<file path="src/rtl/sdp_sram_ctrl.sv">
// Simple-dual-port SRAM with byte-enable writes, 1/2-cycle read latency,
// selectable read-during-write result and a zeroing clear engine.
module sdp_sram_ctrl #(
    parameter int DWIDTH        = 32,
    parameter int AWIDTH        = 5,
    parameter int RD_LATENCY    = 1,
    parameter int RDW_MODE      = 0,
    parameter int INIT_ON_RESET = 1
) (
    input  logic                  clk_in,
    input  logic                  rst_in,
    input  logic                  wr_en_in,
    input  logic [AWIDTH-1:0]     wr_addr_in,
    input  logic [DWIDTH/8-1:0]   wr_be_in,
    input  logic [DWIDTH-1:0]     wr_data_in,
    input  logic                  rd_en_in,
    input  logic [AWIDTH-1:0]     rd_addr_in,
    output logic [DWIDTH-1:0]     rd_data_out,
    output logic                  rd_valid_out,
    input  logic                  init_req_in,
    output logic                  ready_out,
    output logic                  init_busy_out
);

    localparam int NBYTES = DWIDTH / 8;
    localparam int DEPTH  = 1 << AWIDTH;
    localparam logic [AWIDTH-1:0] LAST_ADDR = '1;

    if ((DWIDTH % 8) != 0 || DWIDTH <= 0) begin : g_bad_dwidth
        $error("sdp_sram_ctrl: DWIDTH must be a positive multiple of 8");
    end
    if (RD_LATENCY != 1 && RD_LATENCY != 2) begin : g_bad_latency
        $error("sdp_sram_ctrl: RD_LATENCY must be 1 or 2");
    end

    typedef enum logic {
        ST_IDLE  = 1'b0,
        ST_CLEAR = 1'b1
    } state_t;

    localparam state_t RST_STATE = (INIT_ON_RESET != 0) ? ST_CLEAR : ST_IDLE;

    function automatic logic [DWIDTH-1:0] f_merge(
        input logic [DWIDTH-1:0] old_word,
        input logic [DWIDTH-1:0] new_word,
        input logic [NBYTES-1:0] be
    );
        logic [DWIDTH-1:0] result;
        result = old_word;
        for (int i = 0; i < NBYTES; i++) begin
            if (be[i]) begin
                result[8*i +: 8] = new_word[8*i +: 8];
            end
        end
        return result;
    endfunction

    logic [DWIDTH-1:0] r_mem [DEPTH];
    state_t            r_state;
    state_t            w_state_nxt;
    logic [AWIDTH-1:0] r_clr_addr;
    logic              w_ready;
    logic              w_busy;
    logic              w_wr_acc;
    logic              w_rd_acc;
    logic              w_rdw_hit;
    logic [DWIDTH-1:0] w_wr_merged;
    logic [DWIDTH-1:0] w_rd_word;
    logic [DWIDTH-1:0] r_rd_data_p0;
    logic              r_rd_vld_p0;

    always_ff @(posedge clk_in or posedge rst_in) begin
        if (rst_in) begin
            r_state    <= RST_STATE;
            r_clr_addr <= '0;
        end else begin
            r_state <= w_state_nxt;
            if (r_state == ST_CLEAR) begin
                r_clr_addr <= r_clr_addr + 1'b1;
            end
        end
    end

    always_comb begin
        w_state_nxt = r_state;
        w_ready     = 1'b0;
        w_busy      = 1'b0;
        case (r_state)
            ST_IDLE: begin
                w_ready = 1'b1;
                if (init_req_in) begin
                    w_state_nxt = ST_CLEAR;
                end
            end
            ST_CLEAR: begin
                w_busy = 1'b1;
                // The counter wraps to 0 on this same edge.
                if (r_clr_addr == LAST_ADDR) begin
                    w_state_nxt = ST_IDLE;
                end
            end
            default: w_state_nxt = RST_STATE;
        endcase
    end

    assign ready_out     = w_ready;
    assign init_busy_out = w_busy;

    assign w_wr_acc    = wr_en_in & w_ready;
    assign w_rd_acc    = rd_en_in & w_ready;
    assign w_wr_merged = f_merge(r_mem[wr_addr_in], wr_data_in, wr_be_in);
    assign w_rdw_hit   = (RDW_MODE != 0) && w_wr_acc && (wr_addr_in == rd_addr_in);
    assign w_rd_word   = w_rdw_hit ? w_wr_merged : r_mem[rd_addr_in];

    always_ff @(posedge clk_in) begin
        if (w_busy && !rst_in) begin
            r_mem[r_clr_addr] <= '0;
        end else if (w_wr_acc) begin
            r_mem[wr_addr_in] <= w_wr_merged;
        end
    end

    // Read stage p0: array output captured; data holds between reads.
    always_ff @(posedge clk_in or posedge rst_in) begin
        if (rst_in) begin
            r_rd_data_p0 <= '0;
            r_rd_vld_p0  <= 1'b0;
        end else begin
            r_rd_vld_p0 <= w_rd_acc;
            if (w_rd_acc) begin
                r_rd_data_p0 <= w_rd_word;
            end
        end
    end

    if (RD_LATENCY == 2) begin : g_lat2
        logic [DWIDTH-1:0] r_rd_data_p1;
        logic              r_rd_vld_p1;

        // Read stage p1: optional extra register for timing.
        always_ff @(posedge clk_in or posedge rst_in) begin
            if (rst_in) begin
                r_rd_data_p1 <= '0;
                r_rd_vld_p1  <= 1'b0;
            end else begin
                r_rd_vld_p1 <= r_rd_vld_p0;
                if (r_rd_vld_p0) begin
                    r_rd_data_p1 <= r_rd_data_p0;
                end
            end
        end

        assign rd_data_out  = r_rd_data_p1;
        assign rd_valid_out = r_rd_vld_p1;
    end else begin : g_lat1
        assign rd_data_out  = r_rd_data_p0;
        assign rd_valid_out = r_rd_vld_p0;
    end

endmodule

</file>
<file path="config.mk">
export PLATFORM = sky130hd
export DESIGN_NAME = sdp_sram_ctrl
export DESIGN_NICKNAME = d
export VERILOG_FILES = /design/src/rtl/sdp_sram_ctrl.sv
export SDC_FILE = /design/constraint.sdc
export NUM_CORES = 1
export LEC_CHECK = 0
export ABC_AREA = 1
export CAP_MARGIN = 20
export CORE_MARGIN = 5
export CORE_UTILIZATION = 50
export DETAILED_ROUTE_END_ITERATION = 7
export PLACE_DENSITY_LB_ADDON = 0.25
export SYNTH_ARGS = -nofsm -noshare
export SYNTH_HDL_FRONTEND = slang
export SYNTH_SLANG_ARGS = --single-unit
export TNS_END_PERCENT = 1
</file>
<file path="constraint.sdc">
create_clock -name clk_in -period 2.9 [get_ports clk_in]
set_input_delay 0.87 -clock clk_in [delete_from_list [all_inputs] [get_ports clk_in]]
set_output_delay 0.87 -clock clk_in [all_outputs]
set_load 0.01 [all_outputs]
</file>
Yosys cells after proc, flatten, opt, wreduce, memory -nomap -nowiden
Memory sizes are Yosys's and may differ from the RTL's. A register that Yosys moved wholly into a read port is not among the register bits.
Cells that the tools add are included.
{"block": "classes", "n_addsub": 1, "n_eq_ne": 5, "n_mux": 17, "bitwise_logic": 3, "reduce_logical": 7}
{"cell": "32-bit 2-to-1 mux", "count": 1}
{"cell": "8-bit 2-to-1 mux", "count": 4}
{"cell": "32-bit OR reduction", "count": 1}
{"cell": "1-bit 2-to-1 mux", "count": 9}
{"cell": "2-bit AND reduction", "count": 4}
{"cell": "5-bit by 1-bit adder with 5-bit output (second input constant)", "count": 1}
{"cell": "5-bit == test (second input constant)", "count": 1}
{"cell": "5-bit 2-to-1 mux", "count": 1}
{"cell": "4-bit 2-to-1 mux", "count": 1}
{"cell": "1-bit inequality test (second input constant)", "count": 4}
{"cell": "1-bit AND", "count": 2}
{"cell": "1-bit one-hot mux with 2 select lines", "count": 1}
{"cell": "1-bit logical AND", "count": 1}
{"cell": "1-bit logical NOT", "count": 1}
{"cell": "1-bit inverter", "count": 1}
{"block": "word_totals", "reg_bits": 7, "ram_bits": 1024, "input_bits": 51, "output_inout_bits": 35, "word_cells": 37, "n_memories": 1}
{"memory": "r_mem", "words": 32, "width": 32, "rd": 1, "rd_ports_with_merged_regs": 1, "wr": 1, "line": "58", "text": "logic [DWIDTH-1:0] r_mem [DEPTH];"}

Logic depth before layout (Yosys ltp)
{"block": "depth", "depth_word": 8, "depth_mapped": 12, "mapped_depth_nobuf": 10}

Worst setup path after synthesis
Ideal clock, no wire load.
{"block": "synth_timing", "path_type": "in2reg", "from": "input port rst_in", "to": "memory r_mem[31][24] (enable)", "setup_time_ps": 383, "t_arrival_ps": 3116, "required_time_ps": 2517, "path_slack_ps": -599, "stages": 6, "n_path_buf": 1, "path_cell_list": "inv_1 nand2_1 nand2_1 inv_1 clkbuf_1 nor3_1"}
{"block": "synth_via", "elab_chain_cells": 7, "word_cells_on_any_way": 13, "classes_between": "6 x mux; 7 x reduce/logical"}
{"element": "start: declaration", "line": "11", "text": "input logic rst_in,"}
{"element": "1-bit logical NOT (no source line) *"}
{"element": "1-bit logical AND *", "line": "116", "text": "if (w_busy && !rst_in) begin"}
{"element": "1-bit 2-to-1 mux", "line": "116"}
{"element": "1-bit 2-to-1 mux (implied by the code)", "line": "119", "text": "r_mem[wr_addr_in] <= w_wr_merged;"}
{"element": "2-bit AND reduction (no source line)"}
{"element": "32-bit OR reduction (no source line)"}
{"element": "5-bit 2-to-1 mux (no source line) / 4-bit 2-to-1 mux (equally long branches)"}
{"element": "end: declaration", "line": "58"}
Mark *: on every way between the ends. The rest lies on a longest branch, timed or not.

Worst setup path in the final report
{"block": "layout_timing", "from": "input port wr_en_in", "to": "memory r_mem[17][2] (enable)"}
{"block": "layout_via", "elab_chain_cells": 7, "word_cells_on_any_way": 11, "classes_between": "5 x mux; 1 x bitwise; 5 x reduce/logical"}
{"element": "start: declaration", "line": "12", "text": "input logic wr_en_in,"}
{"element": "1-bit AND *", "line": "109", "text": "assign w_wr_acc = wr_en_in & w_ready;"}
{"element": "1-bit 2-to-1 mux *", "line": "118", "text": "end else if (w_wr_acc) begin"}
{"element": "1-bit 2-to-1 mux *", "line": "116"}
{"element": "1-bit 2-to-1 mux (implied by the code) *", "line": "119"}
{"element": "2-bit AND reduction (no source line)"}
{"element": "32-bit OR reduction (no source line)"}
{"element": "5-bit 2-to-1 mux (no source line) / 4-bit 2-to-1 mux (equally long branches)"}
Marks and branches as above.

==> flow_metrics.py <==
metrics = {
    "status": {
        "status": "completed",
    },
    "worst_setup_path": {
        "worstSetupPathType": "in -> reg",
        "crit_buf_inv": 3,
        "cp_slowest_stage_delay_ns": 0.85,
        "worstSetupEndpointType": "flop",
        "r2r_end": "r_mem[17][2]",
        "cp_cell_sequence": "clkdlybuf4s50_1 > inv_1 > nor2_8 > o21ai_2 > nand2_4 > buf_4 > o21ai_4 > nand2_4 > nor3_1",
        "required_ns": 3.18,
        "r2r_cells": 7,
        "critPathSlowestCell": "nor3_1",
        "r2r_start": "r_state",
        "rrSetupSlack_ns": 0.24,
        "path_delay_family": "simple AND/OR/NAND/NOR gates",
        "arrival_ns": 3.10,
        "critPathLaunchType": "primary input",
        "crit_top_cell": "nand2_4",
        "path_max_fanout": 13,
    },
    "clock_tree": {
        "cts_max_level": 3,
        "insertion_delay_ns": 0.66,
        "cts_tree": "yes",
        "cts_setup_buffers": 0,
        "clock_sinks": 1063,
        "cts_buffer_depth": 3,
        "numCtsBuffers": 102,
        "cts_hold_buf": 0,
        "clkTransAtPathRegs_ns": 0.06,
        "cts-root-buf": "clkbuf_16",
    },
    "finish": {
        "antenna-diode-count": 0,
        "post-route-util_pct": 59.14,
        "num-nets-final": 4068,
        "final_area_sq_mm": 0.05211,
        "syn_to_final_growth_pct": 17.77,
        "fin_cells": 5265,
        "drive_gt1_share_pct": 15.22,
    },
    "yosys": {
        "synth.distinct_cells": 27,
        "synth_cells": 3809,
        "yosys-top-cells-count": "nand2_1, edfxtp_1, nand3_1, clkbuf_1, nor3_2",
        "ys_ff_latch": 1063,
        "ys.flop_type": "edfxtp_1",
        "yosysTopAreaCell": "edfxtp_1",
        "ys_top_cells_by_area": "edfxtp_1, nand2_1, nand3_1",
        "synth_area_sq_mm": 0.04424,
        "synth_top_cell_area_share_pct": 69.50,
        "async_flop_share_pct": 3.669,
        "syn_avg_cell_area_sq_um": 11.62,
        "synth-edff-count": 1024,
        "synth-seq-area-share_pct": 71.71,
        "yosys.cell_count.top_type": "nand2_1",
        "synth_warnings": 0,
        "synth_nets": 3862,
    },
    "floorplanning": {
        "die_h_um": 307.5,
        "pin_count": 86,
        "core_sq_mm": 0.08810,
        "num_rows": 109,
        "die-area_sq_mm": 0.09453,
        "die-width_um": 307.5,
        "start_util_pct": 50.22,
    },
    "power": {
        "powerDensity_mw_per_mm2": 779.4,
        "total_power_mw": 40.61,
        "peakVddDrop_v": 0.0005825,
        "p_leak_nw": 19.44,
    },
    "routing": {
        "drtIter0Drc": 3185,
        "vias": 29310,
        "wl_um": 114200,
        "wirelength_met1_um": 47530,
        "route.met2.wl_um": 55390,
        "met3RoutedLength_um": 8656,
        "drc": 0,
        "dr.pass1.iters": 6,
        "postRouteAntennaNets": 0,
        "vias_per_cell": 5.568,
        "wl_per_cell_um": 21.70,
        "routed.top_layer": "met4",
    },
    "sta": {
        "fin_crit_sh_pct": 97.34,
        "max_slew.worst_pin.slew_ns": 0.9534,
        "finalCriticalPeriod_ns": 2.823,
        "tns_ns": 0,
        "whs_ns": 0.4803,
        "relSlewSlack_pct": 35.95,
        "drv_slew": 0,
        "rsz0062_at_grt": "true",
        "clock.fmax_mhz": 354.2,
        "hold_viol_final": 0,
        "setup_viol": 0,
        "skew_ns": 0.01883,
        "worst_slack_ns": 0.07703,
    },
    "place": {
        "postPlaceCellArea_sq_mm": 0.04856,
        "dp_slack_ns": -0.7381,
        "io_buffers": 85,
        "dp_hpwl_um": 70450,
        "dp_cells": 5076,
        "gp_congestion": 0.8574,
    },
    "grt": {
        "grt_pass1_wl_um": 171900,
        "overflow": 0,
        "grt_antenna_before_repair": 0,
        "grtUsageTotal_pct": 23.93,
        "grt_start_max_net_pins": 139,
        "grt_pass1_vias": 28550,
    },
    "min_path": {
        "holdPathStages": 2,
        "hold_class": "reg -> reg",
        "min_to": "rd_data_out[12]",
        "min_from": "rd_data_out[12]",
    },
    "flow_run": {
        "cap_violations": 0,
    },
}
-- worst reg2reg max path: cells and delay by family, from the launching register on --
kind	cells	cell delay [ns]
flops	1	0.59
simple gates	4	1.28
compound gates	2	0.24
buf+inv	1	0.17
-- power breakdown --
part           total [mW]  leakage (nW)  switching (mW)  internal (mW)
combinational        7.98          7.76            5.30           2.68
clock                13.8          1.70            5.58           8.21
sequential           18.8          9.99           0.368           18.5
-- state kept, by name (all words and copies together), names as in the netlist --
register and cells:
rd_data_out 32, r_clr_addr 5, rd_valid_out 1, r_state 1
r_mem 1024
-- area by class of cell --
class / count / area [sq um]
inverter: 56 / 231.5
fill: 7109 / 36000
multi-input combinational: 2429 / 11270
clock buffer: 129 / 2778
tap: 1165 / 1458
clock inverter: 60 / 730.7
sequential: 1063 / 31730
timing repair buffer: 363 / 3913
-- per-layer routing --
layer | vias up | GRT usage (%)
met5 | - | 0
met4 | 0 | 6.674
met3 | 178 | 3.617
met2 | 1349 | 39.95
met1 | 14080 | 33.22
li1 | 13710 | -
-- repair_timing --
action / CTS / global route
resized for setup: 2 / 7
hold endpoints to repair: 0 / 0
endpoints found under the setup margin: 9 / 57
-- cell usage in the layout, fill, tap and decap left out, types with 11 or more instances in the layout --
cell type	count
dfrtp_1	38
nand2_1	1367
nand3_1	864
clkbuf_1	18
inv_1	43
clkdlybuf4s50_1	78
buf_12	78
nor3_1	13
clkinv_1	20
nand2_4	11
buf_4	201
clkinv_2	11
nor3_2	113
nor2_2	32
clkbuf_16	105
bufinv_16	16
edfxtp_1	1024
-- cells by family after synthesis --
logic type,share of synthesized area [%]
buf+inv,3.102
compound gates,0.2319
simple gates,24.84
fa+ha+maj,0.05655
flops,71.71
xor+xnor,0.05940
-- how the worst max path moves through the flow --
stage / to / depth (start not counted) / start
2_1_floorplan: r_mem[0][0] / 6 / rst_in
3_3_place_gp: r_mem[25][14] / 9 / wr_en_in
3_5_place_dp: r_mem[25][11] / 9 / wr_en_in
4_1_cts: init_busy_out / 2 / r_state
5_1_grt: r_mem[17][2] / 9 / wr_en_in
6_report: r_mem[17][2] / 9 / wr_en_in
Note: power is estimated with default switching activity, not from simulation.
